===== src/rtl/shift_cmd_sequencer.sv =====
// Command sequencer driving a 4-bit universal shift register through a small command FIFO.
// Define SHIFTSEQ_MODEL_EN to add q_model, a shadow copy of the downstream register.
module shift_cmd_sequencer #(
  parameter int unsigned WIDTH      = 4,
  parameter int unsigned FIFO_DEPTH = 4,
  parameter int unsigned CNT_W      = 3
) (
  input  logic             clk,
  input  logic             reset,
  input  logic             cmd_valid,
  output logic             cmd_ready,
  input  logic [1:0]       cmd_op,
  input  logic [WIDTH-1:0] cmd_data,
  input  logic [CNT_W-1:0] cmd_count,
  output logic [1:0]       S,
  output logic [WIDTH-1:0] par_out,
  output logic             busy,
  output logic             done
`ifdef SHIFTSEQ_MODEL_EN
  ,
  output logic [WIDTH-1:0] q_model
`endif
);

  localparam int unsigned AW = $clog2(FIFO_DEPTH);
  localparam logic [AW:0] FillFull = (AW+1)'(FIFO_DEPTH);

  typedef enum logic [0:0] {StIdle, StExec} state_e;

  logic [1:0]       r_mem_op   [FIFO_DEPTH];
  logic [WIDTH-1:0] r_mem_data [FIFO_DEPTH];
  logic [CNT_W-1:0] r_mem_cnt  [FIFO_DEPTH];
  logic [AW-1:0]    r_wr_ptr, r_rd_ptr;
  logic [AW:0]      r_fill;

  state_e           r_state;
  logic [1:0]       r_op;
  logic [CNT_W-1:0] r_rem;
  logic [WIDTH-1:0] r_par;
  logic             r_done;

  state_e           w_state_d;
  logic             w_push, w_pop, w_last, w_done_d;
  logic [AW:0]      w_fill_d;
  logic [1:0]       w_head_op;

  assign cmd_ready = (r_fill < FillFull);
  assign w_push    = cmd_valid && cmd_ready;
  assign w_head_op = r_mem_op[r_rd_ptr];

  always_comb begin
    w_state_d = r_state;
    w_pop     = 1'b0;
    w_last    = 1'b0;
    w_done_d  = 1'b0;
    unique case (r_state)
      StIdle: begin
        if (r_fill != '0) begin
          w_pop     = 1'b1;
          w_state_d = StExec;
        end
      end
      StExec: begin
        // count of 0 or 1 both mean a single cycle; loads always take one
        w_last = (r_op == 2'b11) || (r_rem <= CNT_W'(1));
        if (w_last) begin
          w_done_d = 1'b1;
          if (r_fill != '0) w_pop = 1'b1;
          else              w_state_d = StIdle;
        end
      end
      default: w_state_d = StIdle;
    endcase
  end

  always_comb begin
    w_fill_d = r_fill;
    if (w_push && !w_pop)      w_fill_d = r_fill + (AW+1)'(1);
    else if (!w_push && w_pop) w_fill_d = r_fill - (AW+1)'(1);
  end

  // FIFO storage needs no reset: entries are only read below the fill level
  always_ff @(posedge clk) begin
    if (w_push) begin
      r_mem_op[r_wr_ptr]   <= cmd_op;
      r_mem_data[r_wr_ptr] <= cmd_data;
      r_mem_cnt[r_wr_ptr]  <= cmd_count;
    end
  end

  always_ff @(posedge clk) begin
    if (!reset) begin
      r_wr_ptr <= '0;
      r_rd_ptr <= '0;
      r_fill   <= '0;
      r_state  <= StIdle;
      r_op     <= 2'b00;
      r_rem    <= '0;
      r_par    <= '0;
      r_done   <= 1'b0;
    end else begin
      r_fill  <= w_fill_d;
      r_state <= w_state_d;
      r_done  <= w_done_d;
      if (w_push) r_wr_ptr <= r_wr_ptr + AW'(1);
      if (w_pop) begin
        r_rd_ptr <= r_rd_ptr + AW'(1);
        r_op     <= w_head_op;
        r_rem    <= r_mem_cnt[r_rd_ptr];
        if (w_head_op == 2'b11) r_par <= r_mem_data[r_rd_ptr];
      end else if (r_state == StExec) begin
        r_rem <= r_rem - CNT_W'(1);
      end
    end
  end

  assign S       = (r_state == StExec) ? r_op : 2'b00;
  assign par_out = r_par;
  assign busy    = (r_state == StExec) || (r_fill != '0);
  assign done    = r_done;

`ifdef SHIFTSEQ_MODEL_EN
  logic [WIDTH-1:0] r_q_model;

  always_ff @(posedge clk) begin
    if (!reset) begin
      r_q_model <= '0;
    end else begin
      unique case (S)
        2'b00: r_q_model <= r_q_model;
        2'b01: r_q_model <= {1'b0, r_q_model[WIDTH-1:1]};
        2'b10: r_q_model <= {r_q_model[WIDTH-2:0], 1'b0};
        2'b11: r_q_model <= par_out;
        default: r_q_model <= r_q_model;
      endcase
    end
  end

  assign q_model = r_q_model;
`endif

endmodule


===== config.mk =====
export PLATFORM = sky130hd
export DESIGN_NAME = shift_cmd_sequencer
export DESIGN_NICKNAME = d
export VERILOG_FILES = /design/src/rtl/shift_cmd_sequencer.sv
export SDC_FILE = /design/constraint.sdc
export NUM_CORES = 1
export LEC_CHECK = 0
export ABC_AREA = 1
export CORE_ASPECT_RATIO = 2
export CORE_MARGIN = 2
export CORE_UTILIZATION = 40
export CTS_BUF_LIST = sky130_fd_sc_hd__clkbuf_4
export DETAILED_ROUTE_END_ITERATION = 10
export PLACE_DENSITY = 0.58
export SLEW_MARGIN = 15
export SYNTH_ARGS = -nofsm -noshare
export SYNTH_HDL_FRONTEND = slang
export SYNTH_SLANG_ARGS = --single-unit

===== constraint.sdc =====
create_clock -name clk -period 3.6 [get_ports clk]
set_input_delay 0.72 -clock clk [delete_from_list [all_inputs] [get_ports clk]]
set_output_delay 0.72 -clock clk [all_outputs]
set_load 0.02 [all_outputs]

==> metrics.md, run 1 <==
| Metric | Value |
|---|---|
| Sequential fraction of the synthesis area | 0.599 |
| Full die area | ~6900 um2 |
| Antenna-violating nets left | 0 |
| Count leader, synth | nand2_1 |
| Gr usage total | 0.141 |
| Worst setup EP type | output pin |
| Maximum VDD drop | roughly 0.00032 V |
| RSZ-0062 raised after global routing | false |
| Max-cap violations | 0 |
| CTS Buffer Depth | 2 |
| Placed cell area | approximately 2700 um2 |
| H-tree depth | 2 |
| Initial Utilization | 0.412 |
| PD cells | between 700 and 800 nW/um2 |
| Syn nets | 275 |
| Kind of critical path | reg -> out |
| Share of layout cells above drive strength 1 | 0.0755 |
| Distinct cells, synth | 27 |
| Reg2Reg Setup Slack | about 1.4 ns |
| Reg2Reg Launch Point | r_rem[1] |
| Fin nets | between 200 and 300 |
| Placement row count | 40 |
| Worst slew pin tran | between 0.9 and 1 ns |
| Ranking of synthesized cells by area | edfxtp_1 (44%), dfxtp_1 (16%), nand2_1 (7.4%), inv_1 (6.8%), nor2_1 (4.4%) |
| Area Growth Syn to Fin | 11.9% |
| Switching power | 0.857 mW |
| Clock root buffer | clkbuf_4 |
| Drt pass-1 iters | 4 |
| Relative slew slack | 0.383 |
| CTS Sinks | 56 |
| Comb pwr share | 0.421 |
| Flop pwr share | 0.447 |
| Worst Hold Endpoint | par_out[0] |
| Worst-path clk slew | about 0.14 ns |
| Place WS | approximately 0.99 ns |
| Die height | roughly 120 um |
| R2r worst-path depth | 12 |
| Setup Buffers After CTS | 0 |
| Crit start category | flip-flop |
| Ys flop type | edfxtp_1 |
| Final period demand of the worst path | approximately 2.6 ns |
| Max Freq | roughly 390 MHz |
| Routed len/inst | roughly 13 um |
| Core Area | 6010 um2 |
| I/O Pins | 21 |
| Width of the die | roughly 60 um |
| Post-synth EDFFs | 36 |
| Design area | approximately 2800 um2 |
| RR Endpoint | r_fill[2] |
| Int Pwr | 1.27 mW |
| Mean post-synth cell area | 9.71 um2 |
| Final Cycle Share | 0.712 |
| Routability Congestion | 0.809 |
| 1st-iter DRT viols | 58 |
| Pleak | between 1 and 1.5 nW |
| Hold-fix buffers, CTS | 0 |
| Vias per inst | 4.72 |
| Routed wire length | ~4300 um |
| Commonest cells post-synth | nand2_1 (49), inv_1 (45), edfxtp_1 (36) |
| Initial antenna violation count | 1 |
| GRT overflow | 0 |
| Total CTS buffers | 5 |
| Outcome | finished clean |
| CTS tree | built |
| Vias in the first global route | 1543 |
| HP Start | par_out[0] |
| Dpl hpwl | 3100 um |
| First-pass GRT wire length | roughly 7100 um |
| Sw Share | 0.403 |
| Max FO, Critical Path | 6 |
| Clock Latency Late Sink | around 0.38 ns |
| DR vias | between 1.5k and 2k |
| YS warnings | 0 |
| Ys async rst share | 0 |
| PostCTS Resize Cnt | 0 |
| Largest net degree at the start of global routing | 17 |
| Worst EP required | 2.88 ns |
| Max-slew violation count | 0 |
| Final Hold Vio Count | 0 |
| Critical-path cell list | nor3_4, nand2_1, clkdlybuf4s50_1 |
| Syn Inst Count | roughly 260 |
| Hold Path Class | reg -> reg |
| Port Buffers | 20 |
| Post-Syn Area | between 2000 and 2500 um2 |
| WHS Path Cells | 2 |
| CP arrival | 1.84 ns |
| Clock Power Share | 0.132 |
| CP peak stage delay | a little under 0.6 ns |
| Setup violators final | 0 |
| Area share of the largest cell type after synthesis | 0.437 |
| Setup TNS | 0 ns |
| Critical path's slowest cell | clkdlybuf4s50_1 |
| Cell taking the most area after synthesis | edfxtp_1 |
| Final WS setup | approximately 1.0 ns |
| Residual DRC count | 0 |
| Register bit total from synthesis | 56 |
| Post-Route Skew | between 0.01 and 0.015 ns |
## per-stage QoR
step | hold slack, ns | cells | util | power [mW]
after floorplan | 0.456 | 255 | - | 1.67
after global placement | 0.465 | 333 | 0.451 | 1.86
after detailed placement | 0.478 | 333 | 0.451 | 1.88
after CTS | 0.499 | 341 | 0.461 | 2.16
after global routing | 0.510 | 342 | 0.461 | 2.31
final | 0.498 | 342 | 0.461 | 2.13
## worst max path at each step
stage                     startpoint        end  slack, ns  cells past startpoint
after floorplan             r_rem[1]  r_fill[2]       1.49                     13
after global placement     cmd_valid  r_fill[2]       1.00                     10
after detailed placement   cmd_valid  r_fill[2]       0.99                     10
after CTS                  r_fill[0]       busy       0.97                      3
after global routing       r_fill[0]       busy       0.92                      3
final                      r_fill[0]       busy       1.04                      3
## sequential cells by signal, summed over array words and instances, names as in the netlist, named ones only
signal / count
r_op: 2
par_out: 4
r_wr_ptr: 2
done: 1
r_mem_op: 8
r_fill: 3
r_mem_data: 16
r_rem: 3
r_mem_cnt: 12
r_rd_ptr: 2
r_state: 1
## final cells by class
| type | instances | area (um2) |
|---|---|---|
| fillers | 590 | 3240 |
| diodes | 1 | 2.50 |
| multi-input cells | 145 | 759 |
| repair buffers | 20 | 200 |
| flip-flops and latches | 56 | 1480 |
| well taps | 63 | 78.8 |
| clock buffers | 8 | 60.1 |
| inverters | 49 | 186 |
## metal layers
metal,vias to the layer above,share of wire,global-route usage
li1,856,-,-
met1,728,0.41,0.155
met2,24,0.54,0.248
met3,6,0.023,0.0304
met4,0,0.025,0.0711
met5,-,0,0
## cell families (layout without fill, tap and decap cells)
family | Yosys count | in the layout | synth area share
simple gates | 103 | 103 | 0.190
flops | 56 | 56 | 0.599
buf+inv | 54 | 77 | 0.0945
compound gates | 32 | 32 | 0.0667
fa+ha+maj | 8 | 8 | 0.0435
xor+xnor | 2 | 2 | 0.00708
other cells | 0 | 1 | 0
## placed cells by master, fill, tap and decap left out, drive strengths merged, types with 2 or more instances in the layout
| cell | Yosys | final |
|---|---|---|
| dfxtp | 20 | 20 |
| clkbuf | 1 | 8 |
| nor2 | 31 | 31 |
| edfxtp | 36 | 36 |
| o21ai | 18 | 18 |
| a21oi | 10 | 10 |
| nand3 | 16 | 16 |
| clkdlybuf4s50 | 0 | 20 |
| xor2 | 2 | 2 |
| o22ai | 4 | 4 |
| inv | 49 | 49 |
| nand2 | 53 | 53 |
| ha | 7 | 7 |
## worst max-delay path: cells and delay by family, from the launching register on
kind	cells	cell delay [ns]
buffers and inverters	1	0.58
and+or+nand+nor	2	0.49
DFF	1	0.39
## power groups by stage
stage               combinational (mW)  clock, mW  sequential, mW
floorplan                        0.722          0           0.945
global placement                 0.897          0           0.966
detailed placement               0.911          0           0.969
CTS                              0.914      0.292           0.954
global route                      1.03      0.314           0.972
finish                           0.895      0.280           0.950
No activity file was read; power rests on OpenSTA's default activity.
==> run 2, diff against run 1 <==
- PLACE_DENSITY: 0.58 -> 0.6
- clock period: 3.6 -> 2.2 ns (I/O delays scaled with it)
==> metrics.md, run 2 (same netlist as run 1, synthesis figures left out) <==
| Metric | Value |
|---|---|
| Hold-fix buffers, CTS | 0 (unchanged) |
| DR vias | 1631 (was 1614) |
| CTS Sinks | 56 (unchanged) |
| R2r worst-path depth | 12 (unchanged) |
| Largest Register | r_mem_data (unchanged) |
| Die height | 115 um (unchanged) |
| Setup violators final | 0 (unchanged) |
| Worst slew pin tran | 0.572 ns (was 0.923 ns) |
| Clock root buffer | clkbuf_4 (unchanged) |
| Max Used Layer | met4 (unchanged) |
| Setup TNS | 0 ns (unchanged) |
| Final period demand of the worst path | about 2.1 ns |
| RR Endpoint | r_fill[2] (unchanged) |
| Gr usage total | 0.144 (was 0.141) |
| Crit start category | flip-flop (unchanged) |
| 1st-iter DRT viols | 85 (was 58) |
| DRT met1 WL | 1680 um (was 1780 um) |
| HP Start | par_out[2] (was par_out[0]) |
| I/O Pins | 21 (unchanged) |
| CTS Buffer Depth | 2 (unchanged) |
| Final Cycle Share | 0.944 |
| Relative slew slack | 0.617 (was 0.383) |
| Antenna-violating nets left | 0 (unchanged) |
| Largest regs | r_mem_data x16, r_mem_cnt x12, r_mem_op x8 (unchanged) |
| Most common cell after layout, fill and taps aside | nand2_1 (unchanged) |
| Max FFs per register | 16 (unchanged) |
| Drt pass-1 iters | 4 (unchanged) |
| Routed wire length | 4250 um (was 4310 um) |
| Fin nets | 304 (was 297) |
| Worst Hold Endpoint | par_out[2] (was par_out[0]) |
| Placed Cells | 339 (was 333) |
| Outcome | finished clean (unchanged) |
| First-pass GRT wire length | 7220 um (was 7110 um) |
| Initial antenna violation count | 1 (unchanged) |
| Full die area | 6870 um2 (unchanged) |
| Port Buffers | 20 (unchanged) |
| Reg2Reg Setup Slack | 0.19 ns (was 1.36 ns) |
| Largest net degree at the start of global routing | 17 (unchanged) |
| PD cells | 1250 nW/um2 (was 768 nW/um2) |
| Vias per inst | 4.67 (was 4.72) |
| Kind of critical path | reg -> out (unchanged) |
| Worst EP required | 1.76 ns (was 2.88 ns) |
| Pleak | 1.22 nW (was 1.19 nW) |
| Worst setup EP type | output pin (unchanged) |
| Width of the die | 59.6 um (unchanged) |
| GRT overflow | 0 (unchanged) |
| Area Growth Syn to Fin | 14.0% (was 11.9%) |
| CTS tree | built (unchanged) |
| Routability Congestion | 0.798 (was 0.809) |
| Share of layout cells above drive strength 1 | 0.102 (was 0.0755) |
| Max-cap violations | 0 (unchanged) |
| Dpl hpwl | 3140 um (was 3100 um) |
| Maximum VDD drop | 0.000512 V (was 0.000321 V) |
| Placement row count | 40 (unchanged) |
| Worst-path clk slew | 0.14 ns (about the same) |
| CP arrival | 1.64 ns (was 1.84 ns) |
| Final Hold Vio Count | 0 (unchanged) |
| Routed wl met3 | 146 um (was 98 um) |
| Residual DRC count | 0 (unchanged) |
| Post-Layout Cell Count | 349 (was 342) |
| Max FO, Critical Path | 6 (unchanged) |
| Total CTS buffers | 5 (unchanged) |
| Max-slew violation count | 0 (unchanged) |
| Met2 routed WL | 2240 um (was 2330 um) |
| Initial Utilization | 0.412 (unchanged) |
| Clock Latency Late Sink | 0.38 ns (about the same) |
| RSZ-0062 raised after global routing | false (unchanged) |
| Vias in the first global route | 1577 (was 1543) |
| Fill cell count | 586 (was 590) |
| H-tree depth | 2 (unchanged) |
| Most frequent cells in the layout | nand2_1 (49), inv_1 (45), edfxtp_1 (36), nor2_1 (29) (unchanged) |
| Max Freq | just under 500 MHz |
| Reg2Reg Launch Point | r_rem[1] (unchanged) |
| Hold Path Class | reg -> reg (unchanged) |
| Post-Route Skew | 0.0231 ns (was 0.0134 ns) |
| WHS Path Cells | 2 (unchanged) |
| Routed len/inst | 12.2 um (was 12.6 um) |
| Core Area | 6010 um2 (unchanged) |
## run 2: changes by cell type in the layout (fill, tap and decap cells not counted), sizes merged
cell           change
buf                +7
clkbuf             -2
clkdlybuf4s50      -1
clkinv             +2
dlygate4sd2        +1
## run 2: cell type report
cell class,count,area (um2),area share
sequential,56,1480,0.526
multi-input combinational,145,766,0.272
timing repair buffer,27,251,0.0892
inverter,49,186,0.0661
tap,63,78.8,0.0280
clock buffer,6,45.0,0.0160
clock inverter,2,7.51,0.00266
antenna,1,2.50,0.000887
## run 2: worst max path at each step
stage,from,to,slack [ns]
floorplan,r_rem[1],r_fill[2],0.09
global route,r_rem[1],r_fill[2],0.002
detailed placement,cmd_valid,r_fill[2],0.02
global placement,cmd_valid,r_fill[2],0.05
finish,r_fill[0],busy,0.12
CTS,r_rem[1],r_fill[2],0.04
## run 2: repair_timing
action	4_1_cts	5_1_grt
endpoints found under the setup margin	1	1
resized for setup	1	5
buffers inserted	0	1
## run 2: worst max-delay path, cell delays in order (launching register included)
cell           delay [ns]
dfxtp_1              0.40
nor3_4               0.29
nand2_1              0.21
dlygate4sd2_1        0.37
## run 2: metal layers
layer  track usage  vias up
li1              -      869
met1         0.148      720
met4        0.0874        0
met5             0        -
met2         0.253       30
met3        0.0326       12
## run 2: metrics by stage
| stage | setup slack, ns | area [um2] | utilization | hold slack [ns] | power, mW |
|---|---|---|---|---|---|
| 2_1_floorplan | 0.0941 | 2470 | - | 0.456 | 2.73 |
| 3_3_place_gp | 0.0511 | 2750 | 0.458 | 0.469 | 3.10 |
| 3_5_place_dp | 0.0216 | 2750 | 0.458 | 0.474 | 3.12 |
| 4_1_cts | 0.0366 | 2800 | 0.467 | 0.496 | 3.54 |
| 5_1_grt | 0.00224 | 2820 | 0.470 | 0.522 | 3.86 |
| 6_report | 0.122 | 2820 | 0.470 | 0.493 | 3.51 |
## run 2: report_power, final
group | internal [mW] | switching, mW
logic | 0.614 | 0.936
registers | 1.34 | 0.204
clock network | 0.131 | 0.287
==> run 3, diff against run 2 <==
- SKIP_CTS_REPAIR_TIMING: unset -> 1
==> metrics.md, run 3 (same netlist as run 1, synthesis figures left out) <==
| Metric | Value |
|---|---|
| Max Freq | 496 MHz (was 481 MHz) |
| Vias in the first global route | 1577 (unchanged) |
| Largest net degree at the start of global routing | 17 (unchanged) |
| Met2 routed WL | 2230 um (was 2240 um) |
| Setup violators final | 0 (unchanged) |
| Placement row count | 40 (unchanged) |
| Max-cap violations | 0 (unchanged) |
| 1st-iter DRT viols | 82 (was 85) |
| Outcome | finished clean (unchanged) |
| Worst EP required | 2.48 ns (was 1.76 ns) |
| Final Cycle Share | 0.917 (was 0.944) |
| Power, Total | 3.51 mW (about the same) |
| I/O Pins | 21 (unchanged) |
| Worst setup EP type | flip-flop (was output pin) |
| DRT met1 WL | 1680 um (about the same) |
| Post-Route Skew | 0.0231 ns (about the same) |
| CTS tree | built (unchanged) |
| Hold Path Class | reg -> reg (unchanged) |
| Gr usage total | 0.144 (unchanged) |
| Max-slew violation count | 0 (unchanged) |
| Max FFs per register | 16 (unchanged) |
| Residual DRC count | 0 (unchanged) |
| Relative slew slack | 0.622 (was 0.617) |
| Share of layout cells above drive strength 1 | 0.0986 (was 0.102) |
| CTS Buffer Depth | 2 (unchanged) |
| Place WS | 0.0216 ns (unchanged) |
| Final Hold Vio Count | 0 (unchanged) |
| Vias per inst | 4.66 (was 4.67) |
| Routability Congestion | 0.798 (unchanged) |
| DR vias | 1622 (was 1631) |
| Worst-path clk slew | 0.15 ns (was 0.14 ns) |
| Pleak | 1.22 nW (about the same) |
| PD cells | 1250 nW/um2 (about the same) |
| H-tree depth | 2 (unchanged) |
| Initial Utilization | 0.412 (unchanged) |
| Largest Register | r_mem_data (unchanged) |
| Port Buffers | 20 (unchanged) |
| Full die area | 6870 um2 (unchanged) |
| Dpl hpwl | 3140 um (unchanged) |
| RSZ-0062 raised after global routing | true (was false) |
| Width of the die | 59.6 um (unchanged) |
| Routed wl met3 | 146 um (unchanged) |
| Kind of critical path | reg -> reg (was reg -> out) |
| Maximum VDD drop | 0.000512 V (about the same) |
| CP peak stage delay | 0.38 ns (was 0.40 ns) |
| Antenna-violating nets left | 0 (unchanged) |
| Clock Latency Late Sink | 0.38 ns (about the same) |
| CTS Sinks | 56 (unchanged) |
| Initial antenna violation count | 1 (unchanged) |
| Total CTS buffers | 5 (unchanged) |
| CP arrival | 2.30 ns (was 1.64 ns) |
| Worst slew pin tran | 0.566 ns (was 0.572 ns) |
| Critical-path cell list | inv_1, ha_1, nand2_4, nand4_4, nand2_4, ha_1, inv_1, fa_2, a21oi_2, o21ai_1, o21ai_1, a21oi_1 (was nor3_4, nand2_1, dlygate4sd2_1) |
| Routed wire length | 4240 um (was 4250 um) |
| Core Area | 6010 um2 (unchanged) |
| Drt pass-1 iters | 4 (unchanged) |
| Routed len/inst | 12.2 um (about the same) |
| Crit start category | flip-flop (unchanged) |
| GRT overflow | 0 (unchanged) |
| Max Used Layer | met4 (unchanged) |
| Critical path's slowest cell | dfxtp_2 (was dfxtp_1) |
| Max FO, Critical Path | 5 (was 6) |
| Clock root buffer | clkbuf_4 (unchanged) |
| Final WS setup | 0.183 ns (was 0.122 ns) |
| Most frequent cells in the layout | nand2_1 (49), inv_1 (45), edfxtp_1 (36), nor2_1 (29) (unchanged) |
| Fin nets | 303 (was 304) |
| Most common cell after layout, fill and taps aside | nand2_1 (unchanged) |
| Final period demand of the worst path | 2.02 ns (was 2.08 ns) |
| Area Growth Syn to Fin | 13.8% (was 14.0%) |
| First-pass GRT wire length | 7220 um (unchanged) |
| Largest regs | r_mem_data x16, r_mem_cnt x12, r_mem_op x8 (unchanged) |
| Die height | 115 um (unchanged) |
## run 3: cell types whose count changed in the layout (fill, tap and decap cells not counted)
cell,change
dlymetal6s2s_1,+1
buf_4,-1
dlygate4sd2_1,-1
## run 3: metal layers
metal  track usage  up-vias
li1              -      867
met1         0.148      717
met2         0.253       26
met3        0.0326       12
met4        0.0874        0
met5             0        -
## run 3: layout make-up
cell class / count / area, um2
Sequential cell: 56 / 1480
Antenna cell: 1 / 2.50
Multi-Input combinational cell: 145 / 766
Fill cell: 584 / 3190
Tap cell: 63 / 78.8
Clock inverter: 2 / 7.51
Clock buffer: 6 / 45.0
Inverter: 49 / 186
Timing Repair Buffer: 26 / 248
## run 3: worst paths after layout
| path | slack, ns | cells past startpoint | endpoint | from |
|---|---|---|---|---|
| max | 0.18 | 12 | r_fill[2] | r_rem[1] |
| min | 0.49 | 2 | par_out[2] | par_out[2] |
| max reg2reg | 0.18 | 12 | r_fill[2] | r_rem[1] |
| min reg2reg | 0.49 | 2 | par_out[2] | par_out[2] |
## run 3: stage by stage
step	instance area, um2	hold slack, ns	setup TNS (ns)	instances	utilization
floorplan	2470	0.456	0	255	-
global placement	2750	0.469	0	339	0.458
detailed placement	2750	0.474	0	339	0.458
CTS	2800	0.496	-0.126	347	0.467
global route	2820	0.522	-0.00330	348	0.469
finish	2820	0.493	0	348	0.469
## run 3: critical path: cells and delay by family, from the launching register on
| kind | cells | cell delay (ns) |
|---|---|---|
| AND/OR/NAND/NOR | 3 | 0.33 |
| buffers and inverters | 2 | 0.13 |
| adder cells (fa/ha/maj) | 3 | 0.68 |
| flip-flops | 1 | 0.38 |
| AO/OA/AOI/OAI | 4 | 0.39 |
## run 3: power breakdown
group          leakage (nW)  switching, mW  internal [mW]
registers             0.495          0.203           1.34
logic                 0.690          0.933          0.612
clock network        0.0307          0.287          0.131
total                  1.22           1.42           2.09
